## src/rtl/dct_coef_pingpong_requant.sv

```systemverilog
// dct_coef_pingpong_requant
//   DCT-to-IDCT coefficient link. Each BLK_SIZE-word block from the dct stage
//   is requantised to COEF_W signed bits, sign-extended back to DATA_W and
//   stored in a two-bank ping-pong buffer. It is then replayed to the idct
//   stage through a start/reading handshake.
//
//   Optional feature macro: DCT_REQUANT_ROUND_EN
//     defined   : round-half-up on the first dropped bit, saturating at the
//                 largest positive COEF_W code
//     undefined : plain truncation of in_data[DATA_W-1 -: COEF_W]
//
// Ports
//   clk        in   rising-edge clock
//   reset      in   asynchronous active-low reset
//   in_done    in   dct done, high while a block streams in
//   in_data    in   dct output word, one per clk while in_done=1
//   out_start  out  idct start request
//   out_read   in   idct reading; out_data is consumed on edges where it is 1
//   out_data   out  requantised, sign-extended coefficient
//   out_last   out  out_data holds word BLK_SIZE-1
//   ovf        out  one-cycle pulse when an incoming block is dropped
//   blk_cnt    out  count of blocks fully replayed (wraps)
module dct_coef_pingpong_requant #(
    parameter int unsigned DATA_W   = 32,
    parameter int unsigned COEF_W   = 14,
    parameter int unsigned BLK_SIZE = 64
) (
    input  logic              clk,
    input  logic              reset,
    input  logic              in_done,
    input  logic [DATA_W-1:0] in_data,
    output logic              out_start,
    input  logic              out_read,
    output logic [DATA_W-1:0] out_data,
    output logic              out_last,
    output logic              ovf,
    output logic [15:0]       blk_cnt
);

    localparam int unsigned IDX_W  = $clog2(BLK_SIZE);
    localparam int unsigned ADDR_W = IDX_W + 1;
    localparam logic [IDX_W-1:0] LAST_IDX = IDX_W'(BLK_SIZE - 1);

    typedef enum logic [1:0] {W_IDLE, W_FILL, W_HOLD} w_state_t;
    typedef enum logic [1:0] {R_IDLE, R_LOAD, R_START, R_STREAM} r_state_t;

    w_state_t          w_state;
    r_state_t          r_state;
    logic [IDX_W-1:0]  wr_idx;
    logic [IDX_W-1:0]  rd_idx;
    logic              wr_bank;
    logic              rd_bank;
    logic [1:0]        full;
    logic [DATA_W-1:0] mem [2*BLK_SIZE];

    // Requantiser
    logic [COEF_W-1:0] q_trunc;
    logic [COEF_W-1:0] q_sel;
    logic [DATA_W-1:0] coef;
    logic              unused_in;

    assign q_trunc   = in_data[DATA_W-1 -: COEF_W];
    assign unused_in = ^in_data;

`ifdef DCT_REQUANT_ROUND_EN
    localparam int unsigned RND_BIT = (COEF_W < DATA_W) ? DATA_W - COEF_W - 1 : 0;
    logic rnd;
    logic q_max;
    assign rnd   = (COEF_W < DATA_W) ? in_data[RND_BIT] : 1'b0;
    // Only the largest positive code can overflow when rounding up
    assign q_max = (q_trunc == {1'b0, {(COEF_W-1){1'b1}}});
    assign q_sel = (rnd && !q_max) ? q_trunc + COEF_W'(1) : q_trunc;
`else
    assign q_sel = q_trunc;
`endif

    assign coef = DATA_W'($signed(q_sel));

    // Bank handshake between the two FSMs
    logic             rd_active;
    logic             rd_free;
    logic             bank_busy;
    logic             wr_en;
    logic [IDX_W-1:0] wr_addr_idx;
    logic             wr_last;
    logic [IDX_W-1:0] rd_nxt;

    assign rd_active   = (r_state == R_START) || (r_state == R_STREAM);
    assign rd_free     = rd_active && out_read && (rd_idx == LAST_IDX);
    // A bank freed on this edge already counts as empty for a new block
    assign bank_busy   = full[wr_bank] && !(rd_free && (rd_bank == wr_bank));
    assign wr_addr_idx = (w_state == W_FILL) ? wr_idx : '0;
    assign wr_en       = in_done && (((w_state == W_IDLE) && !bank_busy) || (w_state == W_FILL));
    assign wr_last     = wr_en && (wr_addr_idx == LAST_IDX);
    assign rd_nxt      = rd_idx + IDX_W'(1);

    // Coefficient storage, both banks in one array addressed {bank, idx}
    always_ff @(posedge clk) begin
        if (wr_en) begin
            mem[ADDR_W'({wr_bank, wr_addr_idx})] <= coef;
        end
    end

    // Bank full flags; set and clear never target the same bank on one edge
    always_ff @(posedge clk or negedge reset) begin
        if (!reset) begin
            full <= 2'b00;
        end else begin
            full <= (full | (wr_last ? 2'(2'b01 << wr_bank) : 2'b00))
                  & ~(rd_free ? 2'(2'b01 << rd_bank) : 2'b00);
        end
    end

    // Write FSM
    always_ff @(posedge clk or negedge reset) begin
        if (!reset) begin
            w_state <= W_IDLE;
            wr_idx  <= '0;
            wr_bank <= 1'b0;
            ovf     <= 1'b0;
        end else begin
            ovf <= 1'b0;
            case (w_state)
                W_IDLE: begin
                    if (in_done) begin
                        if (bank_busy) begin
                            ovf     <= 1'b1;
                            w_state <= W_HOLD;
                        end else begin
                            wr_idx  <= IDX_W'(1);
                            w_state <= W_FILL;
                        end
                    end
                end
                W_FILL: begin
                    if (!in_done) begin
                        w_state <= W_IDLE;
                    end else if (wr_idx == LAST_IDX) begin
                        wr_bank <= ~wr_bank;
                        w_state <= W_HOLD;
                    end else begin
                        wr_idx <= wr_idx + IDX_W'(1);
                    end
                end
                W_HOLD: begin
                    if (!in_done) begin
                        w_state <= W_IDLE;
                    end
                end
                default: w_state <= W_IDLE;
            endcase
        end
    end

    // Read FSM; R_LOAD fetches word 0 so it is valid when out_start rises
    always_ff @(posedge clk or negedge reset) begin
        if (!reset) begin
            r_state   <= R_IDLE;
            rd_idx    <= '0;
            rd_bank   <= 1'b0;
            out_start <= 1'b0;
            out_data  <= '0;
            out_last  <= 1'b0;
            blk_cnt   <= '0;
        end else begin
            case (r_state)
                R_IDLE: begin
                    if (full[rd_bank]) begin
                        r_state <= R_LOAD;
                    end
                end
                R_LOAD: begin
                    rd_idx    <= '0;
                    out_data  <= mem[ADDR_W'({rd_bank, {IDX_W{1'b0}}})];
                    out_last  <= 1'b0;
                    out_start <= 1'b1;
                    r_state   <= R_START;
                end
                R_START, R_STREAM: begin
                    if (out_read) begin
                        if (rd_idx == LAST_IDX) begin
                            rd_bank   <= ~rd_bank;
                            blk_cnt   <= blk_cnt + 16'd1;
                            out_start <= 1'b0;
                            out_data  <= '0;
                            out_last  <= 1'b0;
                            r_state   <= R_IDLE;
                        end else begin
                            rd_idx   <= rd_nxt;
                            out_data <= mem[ADDR_W'({rd_bank, rd_nxt})];
                            out_last <= (rd_nxt == LAST_IDX);
                            r_state  <= R_STREAM;
                        end
                    end
                end
                default: r_state <= R_IDLE;
            endcase
        end
    end

endmodule

```

## config.mk

```make
export PLATFORM = sky130hd
export DESIGN_NAME = dct_coef_pingpong_requant
export DESIGN_NICKNAME = d
export VERILOG_FILES = /design/src/rtl/dct_coef_pingpong_requant.sv
export SDC_FILE = /design/constraint.sdc
export NUM_CORES = 2
export LEC_CHECK = 0
export CAP_MARGIN = 15
export CORE_MARGIN = 5
export CORE_UTILIZATION = 50
export CTS_BUF_LIST = sky130_fd_sc_hd__clkbuf_4
export CTS_CLUSTER_SIZE = 20
export DETAILED_ROUTE_END_ITERATION = 16
export PLACE_DENSITY = 0.7
export SYNTH_ARGS = -nofsm -noshare
export SYNTH_HDL_FRONTEND = slang
export SYNTH_SLANG_ARGS = --single-unit
```

## constraint.sdc

```tcl
create_clock -name clk -period 4.2 [get_ports clk]
set_input_delay 0.63 -clock clk [delete_from_list [all_inputs] [get_ports clk]]
set_output_delay 0.63 -clock clk [all_outputs]
set_load 0.1 [all_outputs]
```

=== After elaboration in Yosys (flattened, before gate mapping) ===
Memory sizes are Yosys's and may differ from the RTL's.
Cells that the tools add are included.

* Output and inout bits: 51
* RAM bits: 4,096
* Bits in registers: 71
* Input port bits: 36
* Logic and storage cells: 108
* Memories: 1

{| class="wikitable"
|+ Memories
! name !! words !! width !! rd ports !! clocked after Yosys merged registers in !! write ports !! RTL line !! source
|-
| mem || 128 || 32 || 2 || 0 || 1 || 54 || <nowiki>logic [DATA_W-1:0] mem [2*BLK_SIZE];</nowiki>
|}

* Shifts and indexed selects: 2
* Add/subtract/negate cells: 3
* Order comparisons: 2
* Multiplexer cells: 39
* Bitwise operators: 5
* Reduce and logical (&&, ||, !) cells: 24
* Eq/ne operators: 20

{| class="wikitable"
|+ Operators with widths
! cell !! count
|-
| 2-to-1 mux 32 bit || 2
|-
| case mux 32 bit (2 select lines) || 1
|-
| 2-to-1 mux 6 bit || 7
|-
| == test 6 bit, second input constant || 4
|-
| case mux 6 bit (2 select lines) || 2
|-
| 2-to-1 mux 2 bit || 10
|-
| inequality test 2 bit, second input constant || 9
|-
| adder 16 x 1 -> 16 bit, second input constant || 1
|-
| AND reduction 3 bit || 5
|-
| 2-to-1 mux 1 bit || 13
|-
| adder 6 x 1 -> 6 bit, second input constant || 2
|-
| case mux 2 bit (3 select lines) || 2
|-
| logical AND 1 bit || 7
|-
| == test 2 bit, second input constant || 3
|-
| AND reduction 5 bit || 1
|-
| == test 2 x 1 -> 1 bit, second input constant || 2
|-
| zero test 2 bit || 2
|-
| less-than comparator 1 x 2 -> 1 bit, second input constant || 2
|-
| case mux 1 bit (2 select lines) || 2
|-
| AND reduction 2 bit || 2
|-
| nonzero test 2 bit || 2
|-
| << shifter 1 x 1 -> 2 bit, first input constant || 2
|-
| inequality test 3 x 2 -> 1 bit, second input constant || 1
|-
| AND 2 bit || 1
|-
| 7 further kinds || 10
|}

=== Logic depth before layout (Yosys ltp) ===
* Depth after elaboration: 15
* Mapped depth: 17
* Depth with buffers taken out: 9

=== Worst setup path after synthesis ===
Ideal clock, no wire load.

* Kind: reg2reg
* Start: reg rd_idx[0]
* End: reg out_data[0]
* Data required time: 4.055 ns
* Setup slack: 0.660 ns
* Stages on the path, launching flop included: 15
* Period minus slack after synthesis: 3.540 ns
* Data arrival time: 3.395 ns
* Buffers on the path: 8
* Library setup time: 0.145 ns
* Cell sequence: dfrtp_1 > buf_4 > buf_6 > buf_6 > buf_4 > inv_1 > buf_4 > ha_1 > buf_2 > buf_4 > clkbuf_1 > mux4_2 > mux4_2 > a2111oi_0 > a311oi_1

* Cells in the longest elaborated chain, start to end: 5
* Elaborated cells on any way between the ends: 6
* Classes of those cells: add/sub: 1; eq/ne: 1; mux: 3; memory: 1

{| class="wikitable"
|+ RTL lines
! element !! RTL line !! source
|-
| start, declared || 50 || <nowiki>logic [IDX_W-1:0] rd_idx;</nowiki>
|-
| start signal, assigned || 189 || <nowiki>rd_idx <= rd_nxt;</nowiki>
|-
| adder 6 x 1 -> 6 bit || 95 || <nowiki>assign rd_nxt = rd_idx + IDX_W'(1);</nowiki>
|-
| memory read (128 x 32 bit) || - ||
|-
| 2-to-1 mux 32 bit (*) || 181 || <nowiki>if (rd_idx == LAST_IDX) begin</nowiki>
|-
| 2-to-1 mux 32 bit (*) || 180 || <nowiki>if (out_read) begin</nowiki>
|-
| case mux 32 bit (2 select lines) (*) || 166 || <nowiki>case (r_state)</nowiki>
|-
| end signal, assigned || 174 || <nowiki>out_data <= mem[ADDR_W'({rd_bank, {IDX_W{1'b0}}})];</nowiki>
|-
| end signal, assigned || 190 || <nowiki>out_data <= mem[ADDR_W'({rd_bank, rd_nxt})];</nowiki>
|-
| end, declared || 34 || <nowiki>output logic [DATA_W-1:0] out_data,</nowiki>
|}

Every way passes the cells marked *; elsewhere a longest branch is shown, timed or not. The select of a mux whose other input is x is not followed.
A chain may end at the register's enable or synchronous reset.

==> flow_metrics.env <==
export IMPL_status="finished clean"
export IMPL_setup_viol=0
export IMPL_ys_async_sr_fraction_pct=2.87
export IMPL_cap_viol_max_count=0
export IMPL_antenna_found_initial=8
export IMPL_crit_required_ps=3570
export IMPL_clkSinkCount=1845
export IMPL_start_kind="flip-flop"
export IMPL_die_y_um=390
export IMPL_p_seq_share_pct=43.2
export IMPL_die_w_um=390
export IMPL_worst_pin_slew_ps=1330
export IMPL_drtPass1Iterations=9
export IMPL_skew_ps=100
export IMPL_clockPowerShare_pct=29.2
export IMPL_via_per_inst=6.01
export IMPL_place_gp_congestion=0.896
export IMPL_grt_use_total_pct=23.2
export IMPL_worstPathArrival_ps=3360
export IMPL_fmax_mhz=250
export IMPL_ys_types=62
export IMPL_synthToLayoutAreaGrowth_pct=13.4
export IMPL_wire_per_inst_um=28.0
export IMPL_swShare_pct=32.3
export IMPL_path_clk_slew_ps=70
export IMPL_num_vias=37648
export IMPL_clkLatencyLatePin_ps=1330
export IMPL_finalSetupTns_ps=0
export IMPL_yosysWarnings=0
export IMPL_p_per_area_nw_per_um2=584
export IMPL_io_pins=87
export IMPL_startpoint="out_data[30]"
export IMPL_dp_hpwl_mm=106
export IMPL_mostFrequentLayoutCell="edfxtp_1"
export IMPL_drt_iter0_drc=4378
export IMPL_first_global_vias=38192
export IMPL_syn_nets=3506
export IMPL_synth_edf_count=1792
export IMPL_hold_ws_ps=190
export IMPL_nNetsFinal=4089
export IMPL_ant_nets=0
export IMPL_syn_inst=3466
export IMPL_grt_overflow=0
export IMPL_io_buffer_count=68
export IMPL_slowest_delay_ps=1270
export IMPL_clockBufferDepth=4
export IMPL_worstHoldStart="in_done"
export IMPL_power_leakage_uw=0.0267
export IMPL_start_util_pct=50.3
export IMPL_post_route_min_period_ps=3990
export IMPL_rows=139
export IMPL_critPathKind="reg2out"
export IMPL_reg2reg_slack_ps=360
export IMPL_die_area_um2=152000
export IMPL_cts_max_level=5
export IMPL_worst_setup_path_end_kind="output port"
export IMPL_cp_cell_sequence="clkdlybuf4s50_1"
export IMPL_numCtsBuffers=452
export IMPL_utilization_pct=57.0
export IMPL_worst_path_max_delay_cell="clkdlybuf4s50_1"
export IMPL_power_frac_comb_pct=27.6
export IMPL_post_route_period_util_pct=95.1
export IMPL_slew_headroom_pct=11.6
export IMPL_drc_errors=0
export IMPL_timing_critical_path_buf_inv=1
export IMPL_hold_viol=0
export IMPL_cts_tree="built"
export IMPL_r2r_start="rd_idx[0]"
export IMPL_worst_slack_ps=208
export IMPL_root_buffer="clkbuf_4"
export IMPL_seq_area_frac_synth_pct=76.4
export IMPL_yosys_register_bits=1845
export IMPL_synth_main_ff_cell="edfxtp_1"
export IMPL_syn_area_per_cell_um2=20.8
export IMPL_place_ws_ps=381
export IMPL_grt_first_pass_wirelength_mm=256
export IMPL_switching_power_uw=15500
export IMPL_drt_wl_total_mm=175
export IMPL_p_int_uw=32400
export IMPL_p_total_uw=47800
export IMPL_synth_area_um2=72200
export IMPL_ir_drop_uv=554
export IMPL_worstPathMaxFanout=20
export IMPL_mostFrequentLayoutCells="edfxtp_1 (1792), clkbuf_4 (655), mux4_2 (460), nand2_1 (270), buf_4 (254)"
export IMPL_drv_slew=0
export IMPL_fillers=10692
export IMPL_hp_class="in2reg"
export IMPL_core_area_um2=144000
export IMPL_crit_family="buffers and inverters"
export IMPL_drive_gt1_share_pct=32.7
export IMPL_grt_max_degree=104
## layer usage
metal / part of all wire (%) / wire length (µm) / track usage (%)
met1: 39 / 67600 / 32.3
met2: 47 / 83200 / 35.7
met3: 11 / 18800 / 6.48
met4: 3.2 / 5520 / 8.39
met5: 0.017 / 29 / 0
## cell usage after synthesis (all sizes together), types with 3 or more instances
| master | number | area (µm²) |
|---|---|---|
| edfxtp | 1792 | 53800 |
| and3 | 16 | 100 |
| nor2b | 21 | 131 |
| o21ai | 24 | 120 |
| and2 | 6 | 37.5 |
| a2111oi | 7 | 61.3 |
| o31ai | 8 | 65.1 |
| mux2i | 61 | 611 |
| a32oi | 33 | 289 |
| nor3 | 15 | 75.1 |
| nand2b | 10 | 62.6 |
| mux2 | 6 | 67.6 |
| o2111ai | 7 | 61.3 |
| nor2 | 171 | 644 |
| buf | 141 | 973 |
| o211ai | 3 | 22.5 |
| o22ai | 4 | 25.0 |
| or4 | 9 | 67.6 |
| a21oi | 27 | 135 |
| clkbuf | 74 | 278 |
| ha | 4 | 50.1 |
| mux4 | 471 | 10600 |
| xor2 | 9 | 86.3 |
| or3 | 8 | 50.1 |
| nand3 | 88 | 445 |
| nand4 | 28 | 175 |
| xnor2 | 20 | 194 |
| a31oi | 30 | 188 |
| a22oi | 3 | 22.5 |
| and4 | 3 | 26.3 |
| nand2 | 270 | 1010 |
| dfrtp | 53 | 1330 |
| a32o | 9 | 90.1 |
| inv | 8 | 30.0 |
| nor3b | 5 | 37.5 |
## per-stage QoR
stage / cell area (µm²) / std cells
floorplan: 72200 / 3466
global route: 81800 / 6261
detailed placement: 76200 / 5480
global placement: 76200 / 5480
CTS: 81800 / 6258
finish: 81900 / 6265
## cell families (layout without fill, tap and decap cells)
kind of cell	count (synthesis)	in the layout	synth area share, %
compound gates	171	171	1.70
fa+ha+maj	4	4	0.0693
xor+xnor	29	29	0.388
flops	1845	1845	76.4
buf+inv	223	1113	1.77
simple gates	656	656	4.03
mux	538	538	15.7
other cells	0	6	0
## path summary, 6_finish.rpt
check	cells past startpoint	end
setup / recovery	1	out_data[25]
hold / removal	3	wr_bank
setup reg to reg	10	out_data[8]
hold reg to reg	2	out_last
max in group asynchronous	4	ovf
min in group asynchronous	4	blk_cnt[12]
## registers in the layout (all words and copies together), names as in the netlist
| register | cells |
|---|---|
| wr_idx | 6 |
| w_state | 2 |
| wr_bank | 1 |
| full | 2 |
| blk_cnt | 16 |
| out_last | 1 |
| out_data | 14 |
| out_start | 1 |
| ovf | 1 |
| mem | 1792 |
| r_state | 2 |
| rd_bank | 1 |
| rd_idx | 6 |
## tightest hold or removal path: stages
cell and delay [ps]:
clkdlybuf4s50_1 600, nand3_1 180, xnor2_1 60
## cell type report
| type | instances | area [µm²] | area share, % |
|---|---|---|---|
| antenna | 6 | 15.0 | 0.0183 |
| multi-input combinational | 1398 | 15900 | 19.4 |
| tap | 1903 | 2380 | 2.91 |
| sequential | 1845 | 55100 | 67.4 |
| clock buffer | 655 | 4920 | 6.01 |
| timing repair buffer | 344 | 3020 | 3.69 |
| clock inverter | 106 | 494 | 0.604 |
| inverter | 8 | 30.0 | 0.0367 |
## power groups by stage
| stage | Combinational (µW) | Sequential, µW | Clock, µW |
|---|---|---|---|
| final | 13200 | 20700 | 14000 |
| after global routing | 13700 | 20700 | 15400 |
| after CTS | 13200 | 20600 | 14300 |
| after detailed placement | 13100 | 21000 | 0 |
| after global placement | 13000 | 21000 | 0 |
| after floorplan | 8010 | 21400 | 0 |
## repair_timing
action,in CTS,in global routing
hold endpoints to repair,829,0
gates resized for setup,1,3
endpoints found under the setup margin,4,17
buffers inserted,0,0
hold buffers,17,0
cloned,0,0
pin swaps,0,0
(Power assumes the default switching activity.)
